[src/rtl/frv_mem_arbiter.sv]
// frv_mem_arbiter: two-port (instruction / data) to one-bus memory arbiter.
//
// Ports
//   g_clk, g_resetn         clock, asynchronous active-low reset
//   imem_*                  port 0 request (req/wen/strb/addr/wdata -> gnt) and
//                           response (recv/error/rdata <- ack)
//   dmem_*                  port 1, identical to port 0
//   bus_*                   shared downstream request and response channels
//   arb_error               sticky flag: a bus response arrived with nothing outstanding
//
// Requests are selected round-robin and stay locked while the bus stalls.
// Each grant records its port id in an owner FIFO so responses are routed back
// in grant order. Request and response paths are purely combinational.
module frv_mem_arbiter #(
  parameter int unsigned OUTSTANDING = 2,
  parameter int unsigned XL          = 31
) (
  input  logic          g_clk,
  input  logic          g_resetn,

  input  logic          imem_req,
  input  logic          imem_wen,
  input  logic [3:0]    imem_strb,
  input  logic [XL:0]   imem_addr,
  input  logic [XL:0]   imem_wdata,
  output logic          imem_gnt,
  output logic          imem_recv,
  input  logic          imem_ack,
  output logic          imem_error,
  output logic [XL:0]   imem_rdata,

  input  logic          dmem_req,
  input  logic          dmem_wen,
  input  logic [3:0]    dmem_strb,
  input  logic [XL:0]   dmem_addr,
  input  logic [XL:0]   dmem_wdata,
  output logic          dmem_gnt,
  output logic          dmem_recv,
  input  logic          dmem_ack,
  output logic          dmem_error,
  output logic [XL:0]   dmem_rdata,

  output logic          bus_req,
  output logic          bus_wen,
  output logic [3:0]    bus_strb,
  output logic [XL:0]   bus_addr,
  output logic [XL:0]   bus_wdata,
  input  logic          bus_gnt,
  input  logic          bus_recv,
  output logic          bus_ack,
  input  logic          bus_error,
  input  logic [XL:0]   bus_rdata,

  output logic          arb_error
);

  localparam int unsigned PtrW  = (OUTSTANDING > 1) ? $clog2(OUTSTANDING) : 1;
  localparam int unsigned Slots = 1 << PtrW;
  localparam int unsigned CntW  = $clog2(OUTSTANDING + 1);

  typedef enum logic [0:0] {StOpen, StHold} state_e;

  state_e            state_q, state_d;
  logic              sel_q, sel_d;
  logic              last_q, last_d;
  logic [Slots-1:0]  owner_q, owner_d;
  logic [PtrW-1:0]   rd_ptr_q, rd_ptr_d;
  logic [PtrW-1:0]   wr_ptr_q, wr_ptr_d;
  logic [CntW-1:0]   count_q, count_d;
  logic              arb_error_q, arb_error_d;

  logic sel;
  logic sel_req;
  logic full;
  logic empty;
  logic head;
  logic push;
  logic pop;

  // Port selection: locked while stalled, otherwise round-robin on a tie.
  always_comb begin
    sel = sel_q;
    if (state_q == StOpen) begin
      case ({dmem_req, imem_req})
        2'b01:   sel = 1'b0;
        2'b10:   sel = 1'b1;
        2'b11:   sel = ~last_q;
        default: sel = sel_q;
      endcase
    end
  end

  assign full    = (count_q == CntW'(OUTSTANDING));
  assign empty   = (count_q == '0);
  assign head    = owner_q[rd_ptr_q];
  assign sel_req = sel ? dmem_req : imem_req;

  // Gated by reset so no grant can leak out while the block is held in reset.
  assign bus_req   = sel_req & ~full & g_resetn;
  assign bus_wen   = sel ? dmem_wen   : imem_wen;
  assign bus_strb  = sel ? dmem_strb  : imem_strb;
  assign bus_addr  = sel ? dmem_addr  : imem_addr;
  assign bus_wdata = sel ? dmem_wdata : imem_wdata;

  assign imem_gnt = bus_gnt & bus_req & ~sel;
  assign dmem_gnt = bus_gnt & bus_req &  sel;
  assign push     = bus_req & bus_gnt;

  assign imem_recv  = bus_recv & ~empty & ~head;
  assign dmem_recv  = bus_recv & ~empty &  head;
  assign imem_rdata = bus_rdata;
  assign dmem_rdata = bus_rdata;
  assign imem_error = bus_error;
  assign dmem_error = bus_error;

  // A response with no owner is acknowledged immediately so the bus cannot hang.
  assign bus_ack = empty ? bus_recv : (head ? dmem_ack : imem_ack);
  assign pop     = bus_recv & bus_ack & ~empty;

  assign arb_error = arb_error_q;

  always_comb begin
    state_d     = state_q;
    sel_d       = sel;
    last_d      = last_q;
    owner_d     = owner_q;
    rd_ptr_d    = rd_ptr_q;
    wr_ptr_d    = wr_ptr_q;
    count_d     = count_q;
    arb_error_d = arb_error_q | (bus_recv & empty);

    case (state_q)
      StOpen:  if (bus_req && !bus_gnt) state_d = StHold;
      StHold:  if (bus_req &&  bus_gnt) state_d = StOpen;
      default: state_d = StOpen;
    endcase

    if (push) begin
      owner_d[wr_ptr_q] = sel;
      wr_ptr_d          = wr_ptr_q + 1'b1;
      last_d            = sel;
    end
    if (pop) begin
      rd_ptr_d = rd_ptr_q + 1'b1;
    end

    case ({push, pop})
      2'b10:   count_d = count_q + 1'b1;
      2'b01:   count_d = count_q - 1'b1;
      default: count_d = count_q;
    endcase
  end

  always_ff @(posedge g_clk or negedge g_resetn) begin
    if (!g_resetn) begin
      state_q     <= StOpen;
      sel_q       <= 1'b0;
      last_q      <= 1'b1;
      owner_q     <= '0;
      rd_ptr_q    <= '0;
      wr_ptr_q    <= '0;
      count_q     <= '0;
      arb_error_q <= 1'b0;
    end else begin
      state_q     <= state_d;
      sel_q       <= sel_d;
      last_q      <= last_d;
      owner_q     <= owner_d;
      rd_ptr_q    <= rd_ptr_d;
      wr_ptr_q    <= wr_ptr_d;
      count_q     <= count_d;
      arb_error_q <= arb_error_d;
    end
  end

endmodule

[config.mk]
export PLATFORM = sky130hd
export DESIGN_NAME = frv_mem_arbiter
export DESIGN_NICKNAME = d
export VERILOG_FILES = /design/src/rtl/frv_mem_arbiter.sv
export SDC_FILE = /design/constraint.sdc
export NUM_CORES = 1
export LEC_CHECK = 0
export ABC_AREA = 0
export CORE_AREA = 2 2 124 126
export DETAILED_ROUTE_END_ITERATION = 6
export DIE_AREA = 0 0 126 128
export GPL_ROUTABILITY_DRIVEN = 1
export GPL_TIMING_DRIVEN = 0
export SLEW_MARGIN = 20
export SYNTH_ARGS = -nofsm -noshare
export SYNTH_HDL_FRONTEND = slang
export SYNTH_SLANG_ARGS = --single-unit
[constraint.sdc]
create_clock -name g_clk -period 2.4 [get_ports g_clk]
set_input_delay 0.48 -clock g_clk [delete_from_list [all_inputs] [get_ports g_clk]]
set_output_delay 0.48 -clock g_clk [all_outputs]
set_load 0.01 [all_outputs]
======== Yosys cells after proc, flatten, opt, wreduce, memory -nomap -nowiden ========
Index checks and enable logic that the tools add are counted.
operators by class
  eq/ne operators ......................... 6
  magnitude comparators ................... 3
  mux-type cells .......................... 18
  reduce and logical (&&, ||, !) cells .... 6
  add/subtract/negate cells ............... 4
  bitwise gates (word level) .............. 18
operator list
  kind                 number
  $mux 32              2
  $and 1x1->1          11
  $mux 1               10
  $eq 2x2->1 const B   4
  $not 1->1            6
  $eq 2x1->1 const B   2
  $lt 1x2->1 const B   2
  $mux 4               1
  $pmux 2 s2           1
  $logic_and 1x1->1    3
  $pmux 1 s3           1
  $add 1x1->1 const B  2
  $add 2x1->2 const B  1
  $bwmux 2             1
  $logic_not 2->1      1
  $pmux 1 s2           1
  $reduce_bool 2->1    1
  $sub 2x1->2 const B  1
  $demux 1 s1          1
  $ge 1x1->1 const B   1
  $logic_not 1->1      1
  $or 1x1->1           1
storage, ports and cells
  bits of input ports ..................... 179
  output and inout bits ................... 142
  logic and storage cells ................. 63
  bits in registers ....................... 10

======== Depth between registers and ports, before layout ========
Gate-level depths: netlist (run 1).
  word-level depth ........................ 9
  depth in mapped cells ................... 7
  gate-level depth less buffers ........... 7

======== Worst setup path before layout (run 1) ========
OpenSTA, ideal clock, no wires.
  path type ............................... reg2out
  from .................................... reg last_q
  to ...................................... out bus_wdata[11]
  cell stages (with the launch flop) ...... 5
  arrival ................................. 1.549 ns
  required time ........................... 1.920 ns
  slack ................................... 0.371 ns
  buffers on the path ..................... 1
  cells stage by stage .................... dfstp_2 nand2_1 a32oi_4 buf_4 mux2_1
between the ends
  cells in the longest elaborated chain, start to end .. 4
ends and longest elaborated chain
  item                    line  RTL
  from (decl)             65    logic last_q, last_d;
  from (signal assigned)  167   last_q <= last_d;
  $not 1->1               87    2'b11: sel = ~last_q;
  $pmux 1 s3              84    case ({dmem_req, imem_req})
  $mux 1                  83    if (state_q == StOpen) begin
  $mux 32                 103   assign bus_wdata = sel ? dmem_wdata : imem_wdata;
  to (decl)               47    output logic [XL:0] bus_wdata,
No other way between the ends.

======== Worst setup path in the final report (run 1) ========
  from .................................... reg last_q
  to ...................................... out bus_addr[20]
between the ends
  cells in the longest elaborated chain, start to end .. 4
ends and longest elaborated chain
  item        line  RTL
  $not 1->1   87
  $pmux 1 s3  84
  $mux 1      83
  $mux 32     102   assign bus_addr = sel ? dmem_addr : imem_addr;
  to (decl)   46    output logic [XL:0] bus_addr,
No other way between the ends.

==> impl_metrics.csv, run 1 <==
group,metric,value,unit
outcome,outcome,"finished, violations left",
outcome,violations,"setup timing",
global_routing,grt_max_degree,12,
floorplan,die_h,128,um
detailed_routing,num_vias,2482,
synth,syn_area,1860,um^2
synth,synth_area_per_cell,9.96,um^2
floorplan,dieArea,16100,um^2
floorplan,dieWidth,126,um
sta,finalSetupViolCount,27,
synth,synth_most_common_cell,"buf_4",
setup_path,critPathMaxStageDelay,540,ps
setup_path,r2r_slack,640,ps
detailed_routing,wirelength,10900,um
clock_tree,h-tree-depth,1,
sta,fmax,403,MHz
synth,ys_seq_elements,10,
min_path,hp-class,"input port to asynchronous set/reset pin",
run,drv_cap,0,
synth,synth_edf_count,0,
global_routing,grt_pass1_vias,2559,
synth,synth-async-reset-ratio,100,%
placement,hpwl,9120,um
detailed_routing,first_pass_iters,4,
clock_tree,cts-root-buf,"clkbuf_16",
sta,period_needed,2480,ps
detailed_routing,final_antenna_net_count,0,
detailed_routing,avgRoutedWirePerCell,16.2,um
synth,synth_commonest_cells,"buf_4 (68), mux2_2 (65), dfrtp_1 (9)",
synth,synth_top_area_share,39.3,%
clock_tree,cts_sinks,10,
clock_tree,cts_hold_buf,0,
global_routing,grtUsageTotal,11.6,%
detailed_routing,drt_iter0_markers,39,
clock_tree,clock_latency,230,ps
synth,netlist_instances,187,
synth,yosysUniqueCellTypes,25,
setup_path,crit_path_end_kind,"output port",
clock_tree,cts_buffer_depth,2,
setup_path,slowest_stage,"dfstp_2",
setup_path,r2r_start,"rd_ptr_q$_DFFE_PN0P_",
setup_path,path_cells,"nand2_2 -> a32oi_4 -> buf_6 -> buf_12 -> clkbuf_16 -> mux2_4 -> buf_6",
floorplan,core,14900,um^2
synth,seq_area_frac_synth,13.5,%
synth,yosys_most_used_dff,"dfrtp_1",
global_routing,grt_pass1_wl,14600,um
synth,ys_warn_count,0,
setup_path,critPathBufInv,4,
sta,clock_skew,3.51,ps
synth,yosys.area.top_type,"mux2_2",
sta,setup_slack,-83.8,ps
pwr,power,0.00455,W
pwr,power.density,833,nW/um^2
clock_tree,cts_buffers,3,
detailed_routing,routed-wl-met3,1090,um
placement,dp.cells,662,
pwr,p_leak,2.47,nW
global_routing,antenna_found_initial,0,
floorplan,rows,45,
setup_path,critPathTopFamily,"buffers and inverters",
sta,worstMarginPinSlew,285,ps
sta,rsz0062_at_grt,"true",
sta,relSlewSlack,80.8,%
setup_path,worstSetupPathType,"flop to output port",
pwr,vdd_drop_max,0.468,mV
detailed_routing,drc,0,
setup_path,arrival,2000,ps
final_layout,nets,667,
clock_tree,path_clk_slew,40,ps
synth,synthTopCellsByArea,"mux2_2 (39%), buf_4 (27%), dfrtp_1 (12%)",
global_routing,grt_overflow,0,
final_layout,syn_to_final_growth,193,%
clock_tree,cts_tree,"done",
floorplan,start_util,12.5,%
floorplan,io_pins,321,
final_layout,drive_gt1_share,47.7,%
setup_path,crit_fanout,5,
detailed_routing,dr.max_layer_used,"met4",
setup_path,cp_common_cell,"buf_6",
placement,pre_cts_slack,-969,ps
final_layout,num_antenna_cells,0,
final_layout,instances_no_fill,674,
setup_path,rr_endpoint,"count_q[1]$_DFFE_PN0P_",
sta,min_period_over_period,103,%
setup_path,ff2ff_path_depth,6,
detailed_routing,vias_per_cell,3.68,
placement,numPortBuffers,287,
synth,postSynthNetCount,367,
detailed_routing,drt-met1-wl,3990,um
detailed_routing,wl_met2,5740,um
sta,hold_violations,0,
sta,drv_slew,0,
placement,gp_congestion,0.733,
setup_path,worstPathRequired,1920,ps
setup_path,startpoint_type,"flop",
flip-flops by register name (all words and copies together) (netlist names), named ones only:
name / flops
wr_ptr_q: 1
sel_q: 1
rd_ptr_q: 1
count_q: 2
last_q: 1
arb_error: 1
owner_q: 2
worst max path at each step:
| stage | from | end | slack, ps | depth (start not counted) |
|---|---|---|---|---|
| 2_1_floorplan | last_q$_DFFE_PN1N_ | bus_wdata[11] | 370 | 4 |
| 3_3_place_gp | imem_req | bus_addr[28] | -930 | 6 |
| 3_5_place_dp | imem_req | bus_addr[28] | -970 | 6 |
| 4_1_cts | last_q$_DFFE_PN1N_ | bus_wdata[21] | -150 | 6 |
| 5_1_grt | last_q$_DFFE_PN1N_ | bus_addr[20] | -130 | 7 |
| 6_report | last_q$_DFFE_PN1N_ | bus_addr[20] | -80 | 7 |
cell families (layout without fill, tap and decap cells):
group	Yosys count	after routing	synth area share [%]
buffers and inverters	76	375	31.0
AO/OA/AOI/OAI	6	6	3.56
XOR/XNOR	5	5	2.35
multiplexers	75	75	45.1
flip-flops	10	10	13.5
AND/OR/NAND/NOR	14	14	3.76
adder cells (fa/ha/maj)	1	1	0.671
layout by cell type, fill, tap and decap left out, drive strengths merged:
master,instances
xor2,2
dfstp,1
xnor2,3
a32oi,1
nand2b,1
or3b,1
a21o,1
o21a,1
nor2,6
o2111a,1
a21boi,1
buf,146
mux2i,3
clkbuf,8
inv,3
nand2,3
dlygate4sd2,3
clkdlybuf4s50,213
nand3,1
ha,1
nand3b,1
o21ai,1
clkdlybuf4s15,2
nor2b,1
dfrtp,9
mux2,72
through the flow:
step,hold slack (ps),utilization [%],setup TNS (ps),cell area (um^2)
2_1_floorplan,184,-,0,1860
3_3_place_gp,449,33.4,-62190,4970
3_5_place_dp,447,33.4,-64930,4970
4_1_cts,213,34.1,-1520,5070
5_1_grt,225,36.7,-3960,5460
6_report,203,36.7,-1230,5460
per-layer routing:
metal,GRT usage [%],up-vias
met4,1.29,0
met1,13.1,1145
li1,-,1172
met3,4.22,6
met2,21.4,159
met5,0,-
report_power, final:
part           leakage, nW  switching [W]  internal, W
Combinational         2.32        0.00146      0.00246
Clock               0.0382      0.0000735     0.000222
Sequential           0.113      0.0000779     0.000256
Total                 2.47        0.00161      0.00294
final cells by class:
cell class,instances,area (um^2)
clock buffer,4,78.8
inverter,3,11.3
timing repair buffer,297,3040
fill,1476,9410
tap,188,235
sequential,10,251
buffer,71,581
multi-input combinational,101,1250
repair_timing:
item	4_1_cts	5_1_grt
cloned	3	2
gates resized for setup	338	99
pin swaps	1	1
buffers inserted	7	2
endpoints found under the setup margin	72	72
No activity file was read; power rests on OpenSTA's default activity.
==> inputs of run 2 (changes only) <==
--- a/config.mk
+++ b/config.mk
@@ -5,10 +5,10 @@
 export SDC_FILE = /design/constraint.sdc
 export NUM_CORES = 1
 export LEC_CHECK = 0
-export ABC_AREA = 0
-export CORE_AREA = 2 2 124 126
+export ABC_AREA = 1
+export CORE_AREA = 4 4 121 123
 export DETAILED_ROUTE_END_ITERATION = 6
-export DIE_AREA = 0 0 126 128
+export DIE_AREA = 0 0 125 127
 export GPL_ROUTABILITY_DRIVEN = 1
 export GPL_TIMING_DRIVEN = 0
 export SLEW_MARGIN = 20
==> run 2 against run 1 <==
The flow now finishes without violations. Highest routed layer unchanged. Area after synthesis grew 4.0%. Clock-buffer cell count is the same. Die area shrank 1.6%. Synthesized cell count grew 91%. Sequential power shrank 5%. Sequential share of layout area grew 0.14 points. Non-clock buffer count grew 7. First-iteration DRC count grew 51%. Critical endpoint is now imem_recv. Critical path depth shrank 3. Total power shrank 0.40%. Final cell count grew 24%.
==> impl_metrics.csv, run 2 <==
group,metric,value,unit
setup_path,arrival,1820,ps
setup_path,startpoint_type,"input port",
setup_path,crit_fanout,6,
setup_path,ff2ff_path_depth,10,
clock_tree,cts_tree,"done",
clock_tree,clock_latency,240,ps
sta,fmax,434,MHz
pwr,vdd_drop_max,0.343,mV
floorplan,dieWidth,125,um
final_layout,syn_to_final_growth,173,%
detailed_routing,wirelength,11400,um
detailed_routing,num_vias,3178,
global_routing,grt_max_degree,12,
synth,yosysUniqueCellTypes,23,
placement,dp.cells,825,
synth,synth_commonest_cells,"nand2_1 (225), buf_4 (73), inv_1 (11)",
sta,whs,108,ps
synth,synth_area_per_cell,5.41,um^2
setup_path,cp_common_cell,"clkdlybuf4s50_1",
setup_path,critPathMaxStageDelay,590,ps
synth,ys_seq_elements,10,
pwr,power,0.00453,W
synth,synth_xor_area_share,0.904,%
synth,synth.area.mux_share,0,%
clock_tree,cts_sinks,10,
synth,synth_top_family_by_area,"simple AND/OR/NAND/NOR gates",
clock_tree,cts_buffer_depth,2,
floorplan,start_util,14.2,%
synth,netlist_instances,358,
detailed_routing,final_antenna_net_count,0,
synth,synth_edf_count,0,
sta,worstMarginPinSlew,274,ps
synth,synth_top_area_share,43.6,%
pwr,power_frac_clock,7.2,%
detailed_routing,vias_per_cell,3.80,
synth,synth_most_common_cell,"nand2_1",
min_path,hp-class,"input port to asynchronous set/reset pin",
setup_path,critPathTopFamily,"buffers and inverters",
final_layout,drive_gt1_share,19.5,%
synth,synthTopCellsByArea,"nand2_1 (44%), buf_4 (28%), dfrtp_1 (12%)",
pwr,p_leak,2.63,nW
final_layout,reg.largest.list,"count_q: 2 flops, owner_q: 2 flops",
pwr,pwr-share-comb,85.8,%
pwr,swShare,44.7,%
sta,relSlewSlack,81.7,%
sta,min_period_over_period,96.0,%
synth,yosys.area_share.simple,49.2,%
setup_path,r2r_start,"last_q$_DFFE_PN1N_",
final_layout,final_cell_mix,"nand2_1 (223), clkdlybuf4s50_1 (212), buf_4 (70)",
synth,yosys.area.top_type,"nand2_1",
global_routing,antenna_found_initial,0,
setup_path,r2r_slack,510,ps
global_routing,grt_pass1_wl,16900,um
setup_path,worstPathRequired,1920,ps
pwr,power.density,856,nW/um^2
clock_tree,cts_buffers,3,
setup_path,worstSetupPathType,"input port to output port",
setup_path,path_cells,"clkdlybuf4s50_1 -> inv_1 -> nor3_1 -> clkdlybuf4s50_1",
floorplan,rows,43,
pwr,power.internal,0.00250,W
final_layout,final_common_cell,"nand2_1",
sta,finalSetupViolCount,0,
synth,postSynthNetCount,538,
pwr,seq_power_share,7.0,%
synth,synthAdderAreaFrac,0.646,%
run,drv_cap,0,
detailed_routing,drc,0,
synth,synth_compound_area_share,2.91,%
synth,syn_area,1940,um^2
detailed_routing,drt_iter0_markers,59,
setup_path,slowest_stage,"clkdlybuf4s50_1",
setup_path,rr_endpoint,"count_q[1]$_DFFE_PN0P_",
global_routing,grtUsageTotal,13.0,%
clock_tree,path_clk_slew,40,ps
final_layout,nets,837,
final_layout,instances_no_fill,836,
floorplan,core,13700,um^2
clock_tree,cts_hold_buf,0,
sta,drv_slew,0,
placement,numPortBuffers,287,
sta,rsz0062_at_grt,"false",
sta,setup_slack,96.3,ps
clock_tree,cts-root-buf,"clkbuf_16",
synth,yosys_most_used_dff,"dfrtp_1",
setup_path,crit_path_end_kind,"output port",
pwr,switching_power,0.00202,W
sta,clock_skew,1.27,ps
sta,period_needed,2300,ps
clock_tree,h-tree-depth,1,
global_routing,grt_overflow,0,
sta,hold_violations,0,
floorplan,io_pins,321,
final_layout,num_antenna_cells,0,
synth,synth-async-reset-ratio,100,%
floorplan,dieArea,15900,um^2
placement,pre_cts_slack,-683,ps
synth,seq_area_frac_synth,13.0,%
detailed_routing,first_pass_iters,4,
detailed_routing,avgRoutedWirePerCell,13.6,um
global_routing,grt_pass1_vias,3294,
synth,ys_warn_count,0,
floorplan,die_h,127,um
setup_path,critPathBufInv,3,
final_layout,final_core_util,38.7,%
placement,hpwl,9850,um
outcome,outcome,"completed",
placement,gp_congestion,0.841,
## run 2: cell count changes in the layout (fill, tap and decap cells not counted), moves of 4 or more
cell	before	now
nand2_1	1	223
mux2_4	57	0
buf_6	57	11
clkdlybuf4s15_1	1	25
dlygate4sd2_1	3	23
clkdlybuf4s15_2	1	17
mux2_2	15	0
inv_1	3	11
nand4_1	0	4
o21ai_0	1	5
## run 2: metrics by stage
step	instance area [um^2]	TNS (ps)
final	5290	0
after global routing	5290	0
after CTS	5300	0
after detailed placement	5030	-35080
after global placement	5030	-33470
after floorplan	1940	0
## run 2: power groups by stage
stage	sequential, W	combinational, W	clock (W)
after global routing	0.000329	0.00428	0.000344
after global placement	0.000312	0.00377	0
after detailed placement	0.000318	0.00380	0
final	0.000317	0.00389	0.000325
after CTS	0.000317	0.00400	0.000334
after floorplan	0.000303	0.00173	0
## run 2: final cells by class
type | instances | area (um^2)
Fill cell | 1437 | 8370
Multi-Input combinational cell | 255 | 1050
Tap cell | 180 | 225
Clock buffer | 4 | 88.8
Sequential cell | 10 | 251
Buffer | 80 | 683
Timing Repair Buffer | 295 | 2940
Inverter | 12 | 52.6
## run 2: cell families (layout without fill, tap and decap cells)
kind of cell / after synthesis / count (layout)
compound gates: 9 / 9
xor+xnor: 2 / 2
fa+ha+maj: 1 / 1
buf+inv: 93 / 391
flops: 10 / 10
simple gates: 243 / 243
## run 2: routing by layer
metal	share of wire (%)	global-route usage (%)	vias to the layer above	routed length [um]
met5	0	0	-	0
met4	1.7	2.81	0	190
met3	9.1	3.72	13	1030
met2	53	25.6	187	6020
met1	36	13.7	1369	4110
li1	-	-	1609	-
## run 2: what timing repair did
action,CTS,global route
cloned,2,0
hold endpoints to repair,0,0
pin swaps,3,0
setup buffers,6,0
gates resized for setup,195,1
endpoints found under the setup margin,73,4
## run 2: worst max path at each step
stage | depth (start not counted) | endpoint | start
final | 4 | imem_recv | bus_recv
after global routing | 6 | bus_ack | rd_ptr_q$_DFFE_PN0P_
after CTS | 7 | imem_gnt | g_resetn
after detailed placement | 9 | bus_wdata[1] | imem_req
after global placement | 7 | imem_gnt | g_resetn
after floorplan | 10 | count_q[1]$_DFFE_PN0P_ | imem_req
==> inputs of run 3 (changes only) <==
--- a/config.mk
+++ b/config.mk
@@ -7,6 +7,7 @@
 export LEC_CHECK = 0
 export ABC_AREA = 1
 export CORE_AREA = 4 4 121 123
+export CTS_CLUSTER_DIAMETER = 120
 export DETAILED_ROUTE_END_ITERATION = 6
 export DIE_AREA = 0 0 125 127
 export GPL_ROUTABILITY_DRIVEN = 1
==> results of run 3 <==
No change in the layout: final DEF, timing and power equal those of run 2.
